--- config.mk ---
export PLATFORM = sky130hd
export DESIGN_NAME = nanov_spi_arb
export DESIGN_NICKNAME = d
export VERILOG_FILES = /design/src/rtl/nanov_spi_arb.sv
export SDC_FILE = /design/constraint.sdc
export NUM_CORES = 1
export LEC_CHECK = 0
export ABC_AREA = 1
export BUFFER_PORTS_ARGS = -buffer_cell sky130_fd_sc_hd__buf_2
export CAP_MARGIN = 20
export CORE_MARGIN = 5
export CORE_UTILIZATION = 50
export DETAILED_ROUTE_END_ITERATION = 12
export PLACE_DENSITY = 0.83
export SYNTH_ARGS = -nofsm -noshare
export SYNTH_HDL_FRONTEND = slang
export SYNTH_SLANG_ARGS = --single-unit
--- constraint.sdc ---
create_clock -name clk -period 4.8 [get_ports clk]
set_input_delay 0.96 -clock clk [delete_from_list [all_inputs] [get_ports clk]]
set_output_delay 0.96 -clock clk [all_outputs]
set_load 0.1 [all_outputs]
--- src/rtl/nanov_spi_arb.sv ---
// Serial-flash read arbiter: shares one SPI flash between an instruction stream and bounded data loads.
// Define NANOV_SPI_ARB_FAIR_EN for alternating tie-break instead of fixed data-load priority.
module nanov_spi_arb #(
  parameter logic [7:0]  CMD_READ       = 8'h03,
  parameter int unsigned CS_HIGH_CYCLES = 1
) (
  input  logic        clk,
  input  logic        rst,
  input  logic        ifetch_req,
  input  logic [23:0] ifetch_addr,
  input  logic        dload_req,
  input  logic [23:0] dload_addr,
  input  logic [1:0]  dload_len,
  output logic        ifetch_gnt,
  output logic        dload_gnt,
  output logic        bit_valid,
  output logic        data_bit,
  output logic        dload_done,
  output logic        spi_select,
  output logic        spi_out,
  input  logic        spi_data_in
);

  localparam int unsigned SH_W  = 32;
  localparam int unsigned CNT_W = 5;
  localparam int unsigned GAP_W = 3;
  localparam logic [GAP_W-1:0] GAP_LAST = GAP_W'(CS_HIGH_CYCLES - 1);

  typedef enum logic [2:0] {IDLE, CMD, ADDR, DATA, GAP} state_t;

  state_t             state_q, state_nxt;
  logic [SH_W-1:0]    sh_q, sh_nxt;
  logic [CNT_W-1:0]   cnt_q, cnt_nxt;
  logic [CNT_W-1:0]   wcnt_q, wcnt_nxt;
  logic [GAP_W-1:0]   gap_q, gap_nxt;
  logic [1:0]         len_q, len_nxt;
  logic               ta_q, ta_nxt;
  logic               fin_q, fin_nxt;
  logic               ifetch_gnt_nxt, dload_gnt_nxt, bit_valid_nxt, data_bit_nxt;
  logic               dload_done_nxt, spi_select_nxt, spi_out_nxt;
  logic               pick_dl, abandon, last_bit, to_gap;

`ifdef NANOV_SPI_ARB_FAIR_EN
  // Remembers whether the most recent grant went to dload; resets to ifetch-last.
  logic last_dl_q;
  assign pick_dl = dload_req && !(ifetch_req && last_dl_q);

  always_ff @(posedge clk) begin
    if (rst) begin
      last_dl_q <= 1'b0;
    end else if (state_q == IDLE && (ifetch_req || dload_req)) begin
      last_dl_q <= pick_dl;
    end
  end
`else
  assign pick_dl = dload_req;
`endif

  assign abandon  = ifetch_gnt && !ifetch_req;
  assign last_bit = dload_gnt ? (wcnt_q == {len_q, 3'b111})
                              : (wcnt_q == 5'd31 && dload_req);

  // Next-state and next-output logic.
  always_comb begin
    state_nxt      = state_q;
    sh_nxt         = sh_q;
    cnt_nxt        = cnt_q;
    wcnt_nxt       = wcnt_q;
    gap_nxt        = gap_q;
    len_nxt        = len_q;
    ta_nxt         = ta_q;
    fin_nxt        = fin_q;
    ifetch_gnt_nxt = ifetch_gnt;
    dload_gnt_nxt  = dload_gnt;
    spi_select_nxt = spi_select;
    spi_out_nxt    = 1'b0;
    bit_valid_nxt  = 1'b0;
    data_bit_nxt   = 1'b0;
    dload_done_nxt = 1'b0;
    to_gap         = 1'b0;

    case (state_q)
      IDLE: begin
        if (ifetch_req || dload_req) begin
          state_nxt      = CMD;
          ifetch_gnt_nxt = !pick_dl;
          dload_gnt_nxt  = pick_dl;
          spi_select_nxt = 1'b0;
          spi_out_nxt    = CMD_READ[7];
          sh_nxt         = {CMD_READ[6:0], (pick_dl ? dload_addr : ifetch_addr), 1'b0};
          len_nxt        = dload_len;
          cnt_nxt        = '0;
          wcnt_nxt       = '0;
          ta_nxt         = 1'b0;
          fin_nxt        = 1'b0;
        end
      end
      CMD, ADDR: begin
        if (abandon) begin
          to_gap = 1'b0 | 1'b1;
        end else if (cnt_q == 5'd31) begin
          state_nxt = DATA;
          cnt_nxt   = '0;
          wcnt_nxt  = '0;
          ta_nxt    = 1'b1;
        end else begin
          spi_out_nxt = sh_q[SH_W-1];
          sh_nxt      = {sh_q[SH_W-2:0], 1'b0};
          cnt_nxt     = cnt_q + 5'd1;
          if (cnt_q == 5'd7) state_nxt = ADDR;
        end
      end
      DATA: begin
        // First DATA cycle is the flash turnaround; fin holds DATA while the last bit is shown.
        if (abandon) begin
          to_gap = 1'b1;
        end else if (fin_q) begin
          to_gap         = 1'b1;
          dload_done_nxt = dload_gnt;
        end else if (ta_q) begin
          ta_nxt = 1'b0;
        end else begin
          bit_valid_nxt = 1'b1;
          data_bit_nxt  = spi_data_in;
          wcnt_nxt      = wcnt_q + 5'd1;
          fin_nxt       = last_bit;
        end
      end
      GAP: begin
        if (gap_q == GAP_LAST) begin
          state_nxt = IDLE;
          gap_nxt   = '0;
        end else begin
          gap_nxt = gap_q + 3'd1;
        end
      end
      default: state_nxt = IDLE;
    endcase

    if (to_gap) begin
      state_nxt      = GAP;
      spi_select_nxt = 1'b1;
      ifetch_gnt_nxt = 1'b0;
      dload_gnt_nxt  = 1'b0;
      gap_nxt        = '0;
      cnt_nxt        = '0;
      wcnt_nxt       = '0;
      ta_nxt         = 1'b0;
      fin_nxt        = 1'b0;
    end
  end

  // State and registered outputs.
  always_ff @(posedge clk) begin
    if (rst) begin
      state_q    <= IDLE;
      sh_q       <= '0;
      cnt_q      <= '0;
      wcnt_q     <= '0;
      gap_q      <= '0;
      len_q      <= '0;
      ta_q       <= 1'b0;
      fin_q      <= 1'b0;
      ifetch_gnt <= 1'b0;
      dload_gnt  <= 1'b0;
      bit_valid  <= 1'b0;
      data_bit   <= 1'b0;
      dload_done <= 1'b0;
      spi_select <= 1'b1;
      spi_out    <= 1'b0;
    end else begin
      state_q    <= state_nxt;
      sh_q       <= sh_nxt;
      cnt_q      <= cnt_nxt;
      wcnt_q     <= wcnt_nxt;
      gap_q      <= gap_nxt;
      len_q      <= len_nxt;
      ta_q       <= ta_nxt;
      fin_q      <= fin_nxt;
      ifetch_gnt <= ifetch_gnt_nxt;
      dload_gnt  <= dload_gnt_nxt;
      bit_valid  <= bit_valid_nxt;
      data_bit   <= data_bit_nxt;
      dload_done <= dload_done_nxt;
      spi_select <= spi_select_nxt;
      spi_out    <= spi_out_nxt;
    end
  end

endmodule
==> out/qor.txt <==
Status -> complete, no violations
Residual DRC count -> 0
CP endpoint kind -> register
Site Rows -> 29
Crit Path Class -> input pin to register
Yosys reg bits -> 58
Power Total -> 2000 µW
Clock root cell -> clkbuf_8
Avg WL per Cell -> 11.1 µm
Crit share post-route -> 46.3%
P_leak -> 0.00192 µW
Arr. time, crit path -> 2.46 ns
Drt pass-1 iters -> 4
HP Class -> register to register
Register Area -> 1160 µm²
Top-area cell type share of the netlist area -> 36.3%
Post-synth top area cell -> dfxtp_1
Post-synthesis cell area -> 3200 µm²
Initial Util -> 50.9%
Yosys cell types -> 30
Worst setup margin -> 2.58 ns
Hold path depth -> 2
Synth area leaders -> dfxtp_1 36%, nand2_1 24%, nor2_1 8.8%, inv_1 6.7%, o21ai_0 5.2%
GR Layer Usage met1 -> 22.4%
Number of global-route vias before repair -> 3048
RSZ-0062 raised after global routing -> false
Leading cell types in the layout, fill and taps excluded -> 202 x nand2_1, 75 x nor2_1, 61 x buf_2, 58 x dfxtp_1, 57 x inv_1
CTS Buffer Depth -> 2
Drt total wl -> 7370 µm
Mapped Cells -> 527
Antenna diode count -> 0
Final min period -> 2.22 ns
Initial antenna violation count -> 0
Place WS -> 2.25 ns
IO Count -> 62
Worst skew pair latency -> 0.34 ns
Nets@finish -> 643
# H-tree levels -> 3
Met3 Usage GRT -> 7.26%
Via-to-Cell Ratio -> 4.83
Met2 Track Usage GR -> 30.7%
Max_cap viols -> 0
GPL Wtd Cong -> 0.987
Area of the multi-input gates -> 1700 µm²
Total GRT Usage -> 18.9%
PostCTS Resize Cnt -> 0
Clock sink count -> 58
Synthesized Nets -> 588
First-pass GRT wire length -> 12900 µm
Clock-pin slew on the worst setup and hold paths -> 0.07 ns
DRT iter0 DRCs -> 160
CP required -> 5.04 ns
Hold Fails Final Rpt -> 0
DP HPWL -> 5090 µm
Port bufs -> 61
P&R area growth vs syn -> 16.1%
Largest net degree at the start of global routing -> 54
Full die area -> 8090 µm²
FILL cells -> 611
Cell area after layout -> 3710 µm²
Grt ovf -> 0
CTS tree -> yes
Slew @ Worst Pin -> 0.703 ns
TNS Setup -> 0 ns
Setup bufs post-CTS -> 0
Seq/Total Area, Yosys -> 36.3%
Core area -> 6280 µm²
R2R setup slack -> 2.90 ns
CP Launch Type -> input pin
Die H -> 89.9 µm
Syn avg cell area -> 6.06 µm²
DR vias -> 3201
Reg2Reg Depth -> 9
Layer carrying the most global-route usage -> met2
Commonest non-fill, non-tap cell in the layout -> nand2_1
Antenna Violating Nets Remaining -> 0
Setup violators final -> 0
Post-Place Cell Area -> 3510 µm²
Hold Buf Count CTS -> 0
Peak supply drop -> 488 µV
Crit Path Max Fanout -> 53
Worst Clk Skew -> 0.00698 ns
Layout cells sized above 1 -> 16.0%
Synthesis Warnings -> 0
Final Max Tran Viols -> 0
Cts bufs inserted -> 9
Pwr per Cell Area -> 538 nW/µm²
DIE WIDTH -> 89.9 µm
Max Clk Rate -> 450 MHz
Slew margin rel. -> 53.0%
-- worst paths after layout --
check / start / to
setup / recovery: ifetch_req / sh_q[23]
hold / removal: sh_q[25] / sh_q[25]
setup reg to reg: cnt_q[0] / sh_q[23]
hold reg to reg: sh_q[25] / sh_q[25]
-- cells by family (layout without fill, tap and decap cells) --
kind of cell	after synthesis	after routing	share of synthesized area (%)
DFF	58	58	36.3
adders and majority gates	6	6	2.35
buffers and inverters	81	140	10.6
and+or+nand+nor	324	324	41.1
AOI/OAI and AO/OA	57	57	9.32
xor gates and xnor gates	1	1	0.274
-- where the power goes --
part           switching [µW]  leakage [µW]  internal (µW)
combinational             597       0.00134            253
sequential               64.0      0.000476            617
clock                     187      0.000106            279
-- state kept, by name (all words and copies together), names as in the netlist --
register and count:
len_q 2, bit_valid 1, cnt_q 5, dload_gnt 1, ta_q 1, wcnt_q 5
fin_q 1, state_q 3, gap_q 3, spi_select 1, spi_out 1, data_bit 1
dload_done 1, ifetch_gnt 1, sh_q 31
-- synth_stat cells --
master	count
nor2_2	1
nand3_2	1
nand2_1	202
and2_1	1
a21oi_1	19
nand2_4	1
buf_2	4
o21ai_0	33
clkbuf_1	6
a22oi_1	1
buf_1	4
dfxtp_1	58
ha_1	6
nor3_1	3
nand4_1	2
nand3_1	29
o211ai_1	1
inv_2	5
nor2_4	2
nor4_1	1
inv_1	57
nor3b_1	1
o21ai_2	1
o21ai_1	1
buf_6	3
a21oi_2	1
buf_4	2
nand2_2	5
xnor2_1	1
nor2_1	75
-- cell type report --
class	instances	area share (%)
multi-input cells	388	45.7
clock inverters	2	0.944
clock buffers	13	4.55
flip-flops and latches	58	31.3
well taps	77	2.60
inverters	62	6.27
repair buffers	63	8.63
-- through the flow --
| stage | util [%] | std cells | hold slack, ns |
|---|---|---|---|
| after detailed placement | 55.9 | 648 | 0.447 |
| after global placement | 55.9 | 648 | 0.434 |
| after global routing | 59.1 | 663 | 0.483 |
| after floorplan | - | 527 | 0.421 |
| after CTS | 59.1 | 663 | 0.455 |
| final | 59.1 | 663 | 0.449 |
-- per-layer routing --
layer / up-vias / wire [µm]
met2: 94 / 3250
li1: 1723 / -
met5: - / 0
met3: 12 / 665
met4: 0 / 106
met1: 1372 / 3350
-- worst max-delay path, cell delays in order --
cell	delay, ns
buf_2	0.12
inv_1	0.05
nand2_1	0.19
inv_1	0.16
nand3_2	0.16
nand2_2	0.12
inv_2	0.06
nand2_4	0.38
nand2_1	0.11
nand2_1	0.09
nor2_1	0.05
(Power assumes the default switching activity.)
